==> config.mk <==
export PLATFORM = sky130hd
export DESIGN_NAME = axi4_lite_reduc_reg_bank
export DESIGN_NICKNAME = d
export VERILOG_FILES = /design/src/rtl/axi4_lite_reduc_reg_bank.sv
export SDC_FILE = /design/constraint.sdc
export NUM_CORES = 1
export LEC_CHECK = 0
export ABC_AREA = 0
export CORE_AREA = 2 2 191 193
export DETAILED_ROUTE_END_ITERATION = 12
export DIE_AREA = 0 0 193 195
export GPL_TIMING_DRIVEN = 0
export PLACE_DENSITY = 0.6
export RECOVER_POWER = 100
export SKIP_CTS_REPAIR_TIMING = 1
export SLEW_MARGIN = 5
export SYNTH_ARGS = -nofsm -noshare
export SYNTH_HDL_FRONTEND = slang
export SYNTH_SLANG_ARGS = --single-unit
==> constraint.sdc <==
create_clock -name clk -period 11.7 [get_ports clk]
set_input_delay 3.51 -clock clk [delete_from_list [all_inputs] [get_ports clk]]
set_output_delay 3.51 -clock clk [all_outputs]
set_load 0.02 [all_outputs]
==> src/rtl/axi4_lite_reduc_reg_bank.sv <==
// AXI4-Lite register bank with per-register reduction channels (OR/AND/XOR/popcount).
// Optional result readback is enabled by defining AXI4_LITE_REDUC_REG_BANK_READBACK_EN.
module axi4_lite_reduc_lane #(
  parameter int DW = 32,
  parameter int CW = 6
) (
  input  logic [DW-1:0] data,
  input  logic [1:0]    op,
  output logic [CW-1:0] res
);
  always_comb begin
    res = '0;
    case (op)
      2'd0:    res = CW'(|data);
      2'd1:    res = CW'(&data);
      2'd2:    res = CW'(^data);
      default: for (int b = 0; b < DW; b++) res = res + CW'(data[b]);
    endcase
  end
endmodule

module axi4_lite_reduc_reg_bank #(
  parameter int ADDR_BIT_WIDTH = 8,
  parameter int DATA_BIT_WIDTH = 32,
  parameter int NUM_REGS       = 4,
  localparam int CNT_W  = $clog2(DATA_BIT_WIDTH) + 1,
  localparam int STRIDE = DATA_BIT_WIDTH / 8
) (
  input  logic                        clk,
  input  logic                        async_rst_n,
  input  logic [ADDR_BIT_WIDTH-1:0]   s_awaddr,
  input  logic                        s_awvalid,
  output logic                        s_awready,
  input  logic [DATA_BIT_WIDTH-1:0]   s_wdata,
  input  logic [STRIDE-1:0]           s_wstrb,
  input  logic                        s_wvalid,
  output logic                        s_wready,
  output logic [1:0]                  s_bresp,
  output logic                        s_bvalid,
  input  logic                        s_bready,
  input  logic [ADDR_BIT_WIDTH-1:0]   s_araddr,
  input  logic                        s_arvalid,
  output logic                        s_arready,
  output logic [DATA_BIT_WIDTH-1:0]   s_rdata,
  output logic [1:0]                  s_rresp,
  output logic                        s_rvalid,
  input  logic                        s_rready,
  output logic [NUM_REGS*CNT_W-1:0]   reduc_out
);
  localparam int SHIFT = $clog2(STRIDE);
  localparam int MW    = 2 * NUM_REGS;
  localparam int DW    = DATA_BIT_WIDTH;

  typedef enum logic {W_IDLE, W_RESP} w_state_t;
  typedef enum logic {R_IDLE, R_DATA} r_state_t;

  // Channel i powers up with op (i mod 4) so every op is exercised out of reset.
  function automatic logic [MW-1:0] mode_init();
    logic [MW-1:0] m;
    m = '0;
    for (int i = 0; i < NUM_REGS; i++) m[2*i +: 2] = 2'(i % 4);
    return m;
  endfunction
  localparam logic [MW-1:0] MODE_INIT = mode_init();

  logic [NUM_REGS-1:0][DW-1:0] regs;
  logic [MW-1:0]               mode;
  logic [NUM_REGS*CNT_W-1:0]   reduc_nxt;
  w_state_t w_state, w_next;
  r_state_t r_state, r_next;
  logic [31:0]   aw_idx, ar_idx;
  logic [DW-1:0] wmask, mode_new, rd_val;
  logic          rd_err;

  assign aw_idx = 32'(s_awaddr >> SHIFT);
  assign ar_idx = 32'(s_araddr >> SHIFT);

  always_comb begin
    wmask = '0;
    for (int b = 0; b < STRIDE; b++) wmask[b*8 +: 8] = {8{s_wstrb[b]}};
  end
  assign mode_new = (DW'(mode) & ~wmask) | (s_wdata & wmask);

  // Write channel FSM
  always_ff @(posedge clk or negedge async_rst_n) begin
    if (!async_rst_n) w_state <= W_IDLE;
    else              w_state <= w_next;
  end

  always_comb begin
    w_next    = w_state;
    s_awready = 1'b0;
    s_wready  = 1'b0;
    s_bvalid  = 1'b0;
    case (w_state)
      W_IDLE: if (s_awvalid && s_wvalid) begin
        s_awready = 1'b1;
        s_wready  = 1'b1;
        w_next    = W_RESP;
      end
      W_RESP: begin
        s_bvalid = 1'b1;
        if (s_bready) w_next = W_IDLE;
      end
      default: w_next = W_IDLE;
    endcase
  end

  always_ff @(posedge clk or negedge async_rst_n) begin
    if (!async_rst_n) begin
      regs    <= '0;
      mode    <= MODE_INIT;
      s_bresp <= 2'b00;
    end else if (s_awready) begin
      s_bresp <= 2'b10;
      for (int i = 0; i < NUM_REGS; i++) begin
        if (aw_idx == 32'(i)) begin
          regs[i] <= (regs[i] & ~wmask) | (s_wdata & wmask);
          s_bresp <= 2'b00;
        end
      end
      if (aw_idx == 32'(NUM_REGS)) begin
        mode    <= mode_new[MW-1:0];
        s_bresp <= 2'b00;
      end
    end
  end

  // Read channel FSM
  always_ff @(posedge clk or negedge async_rst_n) begin
    if (!async_rst_n) r_state <= R_IDLE;
    else              r_state <= r_next;
  end

  always_comb begin
    r_next    = r_state;
    s_arready = 1'b0;
    s_rvalid  = 1'b0;
    case (r_state)
      R_IDLE: begin
        s_arready = 1'b1;
        if (s_arvalid) r_next = R_DATA;
      end
      R_DATA: begin
        s_rvalid = 1'b1;
        if (s_rready) r_next = R_IDLE;
      end
      default: r_next = R_IDLE;
    endcase
  end

  always_comb begin
    rd_val = '0;
    rd_err = 1'b1;
    for (int i = 0; i < NUM_REGS; i++) begin
      if (ar_idx == 32'(i)) begin
        rd_val = regs[i];
        rd_err = 1'b0;
      end
    end
    if (ar_idx == 32'(NUM_REGS)) begin
      rd_val = DW'(mode);
      rd_err = 1'b0;
    end
`ifdef AXI4_LITE_REDUC_REG_BANK_READBACK_EN
    for (int i = 0; i < NUM_REGS; i++) begin
      if (ar_idx == 32'(NUM_REGS + 1 + i)) begin
        rd_val = DW'(reduc_out[i*CNT_W +: CNT_W]);
        rd_err = 1'b0;
      end
    end
`endif
  end

  // Capture uses pre-edge register values, so a same-edge write is not visible.
  always_ff @(posedge clk or negedge async_rst_n) begin
    if (!async_rst_n) begin
      s_rdata <= '0;
      s_rresp <= 2'b00;
    end else if (s_arready && s_arvalid) begin
      s_rdata <= rd_val;
      s_rresp <= rd_err ? 2'b10 : 2'b00;
    end
  end

  for (genvar g = 0; g < NUM_REGS; g++) begin : g_lane
    axi4_lite_reduc_lane #(.DW(DW), .CW(CNT_W)) u_lane (
      .data (regs[g]),
      .op   (mode[2*g +: 2]),
      .res  (reduc_nxt[g*CNT_W +: CNT_W])
    );
  end

  always_ff @(posedge clk or negedge async_rst_n) begin
    if (!async_rst_n) reduc_out <= '0;
    else              reduc_out <= reduc_nxt;
  end
endmodule

==> impl_metrics.toml, run 1 <==
[status]
outcome = "finished, violations left"
violations = "capacitance limit, slew limit"

[timing]
fin_crit_sh_pct = 72.9
hold_viol = 0
max_freq_mhz = 117
worstMarginPinSlew_ns = 5.39
fin_skew_ns = 0.0192
slew_viol_final = 99
setup_ws_ns = 3.17
fin_setup_tns_ns = 0
rsz0062_at_grt = "no"
setup_viol = 0
relSlewSlack_pct = -259
min_period_ns = 8.53

[clock_tree]
cts_tree = "done"
cts_sinks = 196
clk_latency_ns = 0.47
clk_path_buf_depth = 2
clk_pin_slew_ns = 0.08
numCtsBuffers = 17
htree_levels = 4
clockRootBuffer = "clkbuf_16"

[synth]
synth-compound-area-share_pct = 5.99
ys.flop_type = "dfrtp_1"
synth_top_family_by_area = "adder cells"
ys_seq_area_share_pct = 35.0
synthCells = 1262
synth-edff-count = 0
netlist.area_leader.share_pct = 34.2
synth_xor_area_share_pct = 4.49
synthArstFlopShare_pct = 100
yosys.area_share.simple_pct = 7.58
syn_avg_cell_area_um2 = 11.1
synthAdderAreaFrac_pct = 27.6
syn-cell-area_um2 = 14000
ys_types = 54
ys_ff_latch = 196
ys_warn_count = 0
synth_mux_area_share_pct = 12.0
yosys-top-cells-area = "dfrtp_1 34%, ha_1 14%, fa_1 14%"
synth_top_cell_by_area = "dfrtp_1"

[place]
io_buffers = 115
gp_congestion = 0.950
pre_cts_slack_ns = 3.30
placed_area_um2 = 15800
place_hpwl_um = 34100
numPlacedInstances = 1841

[detailed_routing]
routed_wl_um = 41700
vias_per_cell = 5.18
drt_iter0_markers = 727
drc_errors = 0
drt_first_pass_iters = 5
wire_per_inst_um = 22.3
antenna_left = 0
vias = 9691

[global_routing]
antenna_found_initial = 0
grt_use_met2_pct = 34.7
gr-total-overflow = 0
grt.busiest_layer = "met1"
gr-usage-met3_pct = 3.29
grt_max_degree = 100
grt_pass1_vias = 9980
use_met1_pct = 34.8
track_usage_pct = 23.1
grt_pass1_wl_um = 63100

[critical_path]
reg2reg_depth = 18
startpoint = "s_awvalid"
required_ns = 8.19
r2r-end = "reduc_out[10]"
r2r_setup_slack_ns = 6.34
start_kind = "input port"
endpoint_kind = "output port"
critPathMaxFanout = 3
endpoint = "s_wready"
critPathKind = "input port to output port"
crit_arrival_ns = 5.02

[floorplan]
coreArea_um2 = 35400
die_x_um = 193
rows = 69
initial_utilization_pct = 39.7
dieHeight_um = 195
die_area_um2 = 37600
ios = 124

[finish]
synthToLayoutAreaGrowth_pct = 15.4
final_cell_area_um2 = 16200
mostFrequentLayoutCell = "inv_1"
layout_common_cells = "239 x inv_1, 192 x dfrtp_1, 156 x ha_1"
fillCellCount = 3385
fin_cells = 1872
drive_above_1_share_pct = 10.8
fin_nets = 1710
diodes = 0

[min_path]
hp-class = "flip-flop to flip-flop"

[job]
max_cap_viol_count = 1

[power_and_ir_drop]
peakVddDrop_mv = 0.123
leakage_nw = 8.21
powerDensity_nw_per_um2 = 113
[Yosys cell counts (5+ instances only)]
cell	number
nand3_1	6
dfrtp_1	192
buf_4	5
nand4_1	25
nor2_1	83
ha_1	156
mux2_4	24
xor2_1	19
fa_1	96
o221ai_1	30
a21oi_1	43
o21ai_0	29
nand2_1	43
mux2_1	11
mux2_2	101
inv_1	239
clkbuf_1	20
xnor2_1	53
nand2_2	7
a21o_1	8
[cells by family after synthesis]
group	Yosys count
buffers and inverters	269
xor gates and xnor gates	72
other	1
muxes	139
adders and majority gates	252
and+or+nand+nor	202
AOI/OAI and AO/OA	131
DFF	196
[through the flow]
step	power [W]	utilization, %	hold slack (ns)
after floorplan	0.00107	-	0.491
after global placement	0.00125	44.6	0.464
after detailed placement	0.00125	44.7	0.478
after CTS	0.00185	46.4	0.496
after global routing	0.00193	45.8	0.510
final	0.00183	45.8	0.482
[where the power goes]
group / internal (W) / switching, W
sequential: 0.000711 / 0.0000400
combinational: 0.000215 / 0.000265
clock: 0.000289 / 0.000307
[routing by layer]
layer / share of wire (%) / vias up
met5: 0 / -
met1: 48 / 4958
met4: 2.2 / 0
met3: 5.2 / 39
met2: 44 / 288
li1: - / 4406
[critical path: stages]
cell and delay, ns:
dlygate4sd3_1 0.54, nand3b_2 0.09, inv_1 0.10, buf_4 0.11, dlygate4sd3_1 0.66
[area by class of cell]
type / count / area (µm²) / area share (%)
buffer: 30 / 125 / 0.772
clock buffer: 18 / 439 / 2.71
clock inverter: 13 / 148 / 0.910
inverter: 239 / 897 / 5.53
multi-input combinational: 798 / 7940 / 49.0
sequential: 196 / 4910 / 30.3
tap: 461 / 577 / 3.56
timing repair buffer: 117 / 1180 / 7.28
[worst min path at each step]
stage / from / endpoint / cells past startpoint
6_report: s_rdata[19] / s_rdata[19] / 2
5_1_grt: s_rdata[11] / s_rdata[11] / 2
4_1_cts: s_rdata[11] / s_rdata[11] / 2
3_5_place_dp: s_rdata[10] / s_rdata[10] / 2
3_3_place_gp: s_rresp[1] / s_rresp[1] / 2
2_1_floorplan: flip-flop / flip-flop / 1
Note: power is estimated with default switching activity, not from simulation.
==> run 2: changes to the inputs <==
--- a/config.mk
+++ b/config.mk
@@ -10,7 +10,7 @@
 export DETAILED_ROUTE_END_ITERATION = 12
 export DIE_AREA = 0 0 193 195
 export GPL_TIMING_DRIVEN = 0
-export PLACE_DENSITY = 0.6
+export PLACE_DENSITY = 0.62
 export RECOVER_POWER = 100
 export SKIP_CTS_REPAIR_TIMING = 1
 export SLEW_MARGIN = 5
==> constraint.sdc (replaced) <==
create_clock -name clk -period 6.9 [get_ports clk]
set_input_delay 2.07 -clock clk [delete_from_list [all_inputs] [get_ports clk]]
set_output_delay 2.07 -clock clk [all_outputs]
set_load 0.02 [all_outputs]
==> impl_metrics.toml, run 2 (same netlist as run 1, synthesis figures left out) <==
[detailed_routing]
drt_first_pass_iters = 5
wire_per_inst_um = 22.4
drt_iter0_markers = 682
vias = 9625
vias_per_cell = 5.14
antenna_left = 0
drc_errors = 0
routed_wl_um = 41900

[timing]
fin_setup_tns_ns = 0
setup_viol = 0
min_period_ns = 5.67
fin_skew_ns = 0.0141
slew_viol_final = 97
hold_viol = 0
max_freq_mhz = 176
worstMarginPinSlew_ns = 2.63
relSlewSlack_pct = -75.1
rsz0062_at_grt = "no"
fin_crit_sh_pct = 82.1
setup_ws_ns = 1.23

[global_routing]
track_usage_pct = 23.2
grt_pass1_wl_um = 63400
gr-total-overflow = 0
antenna_found_initial = 0
grt_pass1_vias = 10200
grt_max_degree = 101

[power_and_ir_drop]
total_power_w = 0.00310
powerDensity_nw_per_um2 = 191
leakage_nw = 8.22
peakVddDrop_mv = 0.180

[critical_path]
required_ns = 4.83
critPathBufInv = 4
cp_num_cells = 5
endpoint = "s_wready"
r2r_setup_slack_ns = 1.59
slowest_delay_ns = 0.66
crit_arrival_ns = 3.60
critPathMaxFanout = 3
path_cells = "dlygate4sd3_1, nand3b_2, inv_1, buf_4, dlygate4sd3_1"
reg2reg_depth = 18
crit_family = "buffers and inverters"
r2r-end = "reduc_out[16]"
critPathKind = "input port to output port"
startpoint = "s_awvalid"
critPathSlowestCell = "dlygate4sd3_1"
cp_common_cell = "dlygate4sd3_1"
start_kind = "input port"
endpoint_kind = "output port"

[place]
pre_cts_slack_ns = 1.35
place_hpwl_um = 34200
io_buffers = 115
gp_congestion = 0.922

[finish]
diodes = 0
fin_nets = 1710
synthToLayoutAreaGrowth_pct = 15.4
mostFrequentLayoutCell = "inv_1"
utilization_pct = 45.8
drive_above_1_share_pct = 10.8
layout_common_cells = "239 x inv_1, 192 x dfrtp_1, 156 x ha_1"

[floorplan]
dieHeight_um = 195
coreArea_um2 = 35400
die_area_um2 = 37600
initial_utilization_pct = 39.7
die_x_um = 193
ios = 124
rows = 69

[clock_tree]
numCtsBuffers = 17
cts_tree = "done"
clk_pin_slew_ns = 0.08
clockRootBuffer = "clkbuf_16"
htree_levels = 4
clk_latency_ns = 0.46
cts_sinks = 196
clk_path_buf_depth = 2

[status]
outcome = "finished, violations left"
violations = "capacitance limit, slew limit"

[min_path]
hp-class = "flip-flop to flip-flop"

[job]
max_cap_viol_count = 1
[run 2: how the worst min path moves through the flow]
stage / startpoint / end / cells past startpoint
5_1_grt: s_rdata[21] / s_rdata[21] / 2
3_5_place_dp: s_rdata[29] / s_rdata[29] / 2
4_1_cts: s_rdata[19] / s_rdata[19] / 2
2_1_floorplan: flip-flop / flip-flop / 1
3_3_place_gp: s_rdata[18] / s_rdata[18] / 2
6_report: s_rdata[18] / s_rdata[18] / 2
[run 2: report_power, final]
| part | internal [W] | leakage, nW | switching, W | total (W) |
|---|---|---|---|---|
| clock network | 0.000491 | 0.280 | 0.000522 | 0.00101 |
| logic | 0.000361 | 5.27 | 0.000450 | 0.000811 |
| registers | 0.00121 | 2.67 | 0.0000680 | 0.00127 |
| total | 0.00206 | 8.22 | 0.00104 | 0.00310 |
[run 2: area by class of cell]
class                   count  area, µm²
plain buffers              30        125
multi-input cells         798       7940
repair buffers            117       1180
fillers                  3363      19200
inverters                 239        897
clock buffers              19        443
flip-flops and latches    196       4910
clock inverters            13        134
well taps                 461        577
[run 2: worst min-delay path: stages (launching register included)]
cell and delay (ns):
dfrtp_1 0.35, nand2_1 0.04, o21ai_0 0.06
[run 2: stage by stage]
stage / area [µm²] / hold WS, ns / std cells
final: 16200 / 0.487 / 1873
after global routing: 16200 / 0.518 / 1873
after CTS: 16400 / 0.499 / 1873
after detailed placement: 15800 / 0.473 / 1841
after global placement: 15800 / 0.477 / 1839
after floorplan: 14100 / 0.491 / 1263
[run 2: layer usage]
metal | track usage [%] | up-vias | wire length (µm)
met4 | 4.91 | 0 | 643
met2 | 36.0 | 249 | 19000
met5 | 0 | - | 0
met1 | 34.0 | 4930 | 20100
met3 | 3.88 | 35 | 2040
li1 | - | 4411 | -
==> run 3: changes to the inputs <==
==> constraint.sdc (replaced) <==
create_clock -name clk -period 4.85 [get_ports clk]
set_input_delay 1.455 -clock clk [delete_from_list [all_inputs] [get_ports clk]]
set_output_delay 1.455 -clock clk [all_outputs]
set_load 0.02 [all_outputs]
==> impl_metrics.toml, run 3 (same netlist as run 1, synthesis figures left out) <==
[status]
outcome = "finished, violations left"
violations = "capacitance limit, slew limit, setup timing"

[floorplan]
ios = 124
dieHeight_um = 195
die_x_um = 193
die_area_um2 = 37600
coreArea_um2 = 35400
initial_utilization_pct = 39.7
rows = 69

[finish]
drive_above_1_share_pct = 14.7
fillCellCount = 3375
final_cell_area_um2 = 16400
fin_nets = 1723
utilization_pct = 46.4
synthToLayoutAreaGrowth_pct = 17.0
mostFrequentLayoutCell = "inv_1"
diodes = 0
layout_common_cells = "225 x inv_1, 185 x dfrtp_1, 152 x ha_1"

[critical_path]
crit_arrival_ns = 5.51
endpoint_kind = "flip-flop"
critPathSlowestCell = "fa_2"
slowest_delay_ns = 0.57
critPathKind = "flip-flop to flip-flop"
crit_family = "adder cells"
critPathBufInv = 5
cp_common_cell = "fa_1"
critPathMaxFanout = 4
path_cells = "inv_2, ha_4, inv_2, fa_2, fa_1, fa_1, fa_1, fa_1, fa_1, inv_1, fa_2, inv_2, fa_2, inv_1, a21o_1, a21oi_2, xor2_1, nor2_1"
required_ns = 5.19
start_kind = "flip-flop"

[detailed_routing]
drc_errors = 0
wl_met3_um = 2330
dr.max_layer_used = "met4"
drt-met1-wl_um = 19800
wire_per_inst_um = 22.0
antenna_left = 0
vias_per_cell = 5.13
vias = 9672
drt_first_pass_iters = 4
met2WireLength_um = 18700
routed_wl_um = 41600
drt_iter0_markers = 684

[global_routing]
grt_max_degree = 117
grt_pass1_vias = 10100
track_usage_pct = 22.8
grt_pass1_wl_um = 62500
gr-total-overflow = 0
antenna_found_initial = 0

[power_and_ir_drop]
powerDensity_nw_per_um2 = 272
clkPwrFrac_pct = 33.1
peakVddDrop_mv = 0.257
seqPwrFrac_pct = 40.5
total_power_w = 0.00447
p_sw_share_pct = 33.2
switchingPower_w = 0.00148
comb_power_share_pct = 26.4
leakage_nw = 8.29
intPower_w = 0.00298

[timing]
hold_viol = 0
max_freq_mhz = 193
fin_crit_sh_pct = 107
slew_viol_final = 207
fin_skew_ns = 0.0127
setup_ws_ns = -0.320
min_period_ns = 5.17
relSlewSlack_pct = -44.6
setup_viol = 8
rsz0062_at_grt = "yes"
worstMarginPinSlew_ns = 2.17
fin_setup_tns_ns = -1.36

[job]
max_cap_viol_count = 3

[clock_tree]
cts_tree = "done"
cts_sinks = 196
clockRootBuffer = "clkbuf_16"
clk_path_buf_depth = 2
clk_pin_slew_ns = 0.08
clk_latency_ns = 0.46
htree_levels = 4
numCtsBuffers = 17

[place]
gp_congestion = 0.984
placed_area_um2 = 15900
pre_cts_slack_ns = -0.322
io_buffers = 115
place_hpwl_um = 33800

[min_path]
hp-class = "flip-flop to flip-flop"
[run 3: changes by cell type in the layout (fill, tap and decap cells not counted), moves of 4 or more]
cell | previous run | this run
inv_1 | 239 | 225
inv_2 | 0 | 14
buf_4 | 4 | 16
a21oi_1 | 43 | 32
a21oi_2 | 0 | 11
fa_1 | 96 | 87
fa_2 | 0 | 9
dfrtp_1 | 192 | 185
dfrtp_2 | 0 | 7
inv_6 | 7 | 2
ha_1 | 156 | 152
ha_4 | 0 | 4
[run 3: power groups by stage]
| stage | Sequential (W) | Clock, W | Combinational, W |
|---|---|---|---|
| 2_1_floorplan | 0.00185 | 0 | 0.000728 |
| 3_5_place_dp | 0.00184 | 0 | 0.00119 |
| 3_3_place_gp | 0.00184 | 0 | 0.00117 |
| 5_1_grt | 0.00182 | 0.00156 | 0.00133 |
| 4_1_cts | 0.00181 | 0.00151 | 0.00119 |
| 6_report | 0.00181 | 0.00148 | 0.00118 |
[run 3: routing by layer]
| metal | up-vias | global-route usage (%) |
|---|---|---|
| met3 | 42 | 3.45 |
| li1 | 4446 | - |
| met4 | 0 | 6.26 |
| met2 | 270 | 34.3 |
| met1 | 4914 | 34.1 |
| met5 | - | 0 |
[run 3: worst paths after layout]
| kind | from | to | slack (ns) | cells past startpoint |
|---|---|---|---|---|
| setup / recovery | flip-flop | reduc_out[10] | -0.32 | 18 |
| min in group asynchronous | async_rst_n | reduc_out[9] | 1.58 | 1 |
| hold reg to reg | s_rresp[1] | s_rresp[1] | 0.48 | 2 |
| setup reg to reg | flip-flop | reduc_out[10] | -0.32 | 18 |
| hold / removal | s_rresp[1] | s_rresp[1] | 0.48 | 2 |
| max in group asynchronous | async_rst_n | async pin | 0.53 | 2 |
[run 3: final cells by class]
| cell class | instances | area (µm²) | area share [%] |
|---|---|---|---|
| Multi-Input combinational cell | 798 | 8050 | 49.0 |
| Sequential cell | 196 | 4920 | 29.9 |
| Timing Repair Buffer | 130 | 1260 | 7.68 |
| Inverter | 239 | 897 | 5.46 |
| Tap cell | 461 | 577 | 3.51 |
| Clock buffer | 18 | 429 | 2.61 |
| Clock inverter | 14 | 170 | 1.04 |
| Buffer | 30 | 125 | 0.762 |
[run 3: tightest hold or removal path, delay by kind of cell, from the launching register on]
| kind | cells | cell delay [ns] |
|---|---|---|
| flip-flops | 1 | 0.34 |
| AND/OR/NAND/NOR | 1 | 0.05 |
| AO/OA/AOI/OAI | 1 | 0.05 |
[run 3: through the flow]
stage                     hold slack, ns  cells
after floorplan                    0.491   1263
after global placement             0.463   1839
after detailed placement           0.471   1840
after CTS                          0.488   1872
after global routing               0.503   1886
final                              0.476   1886
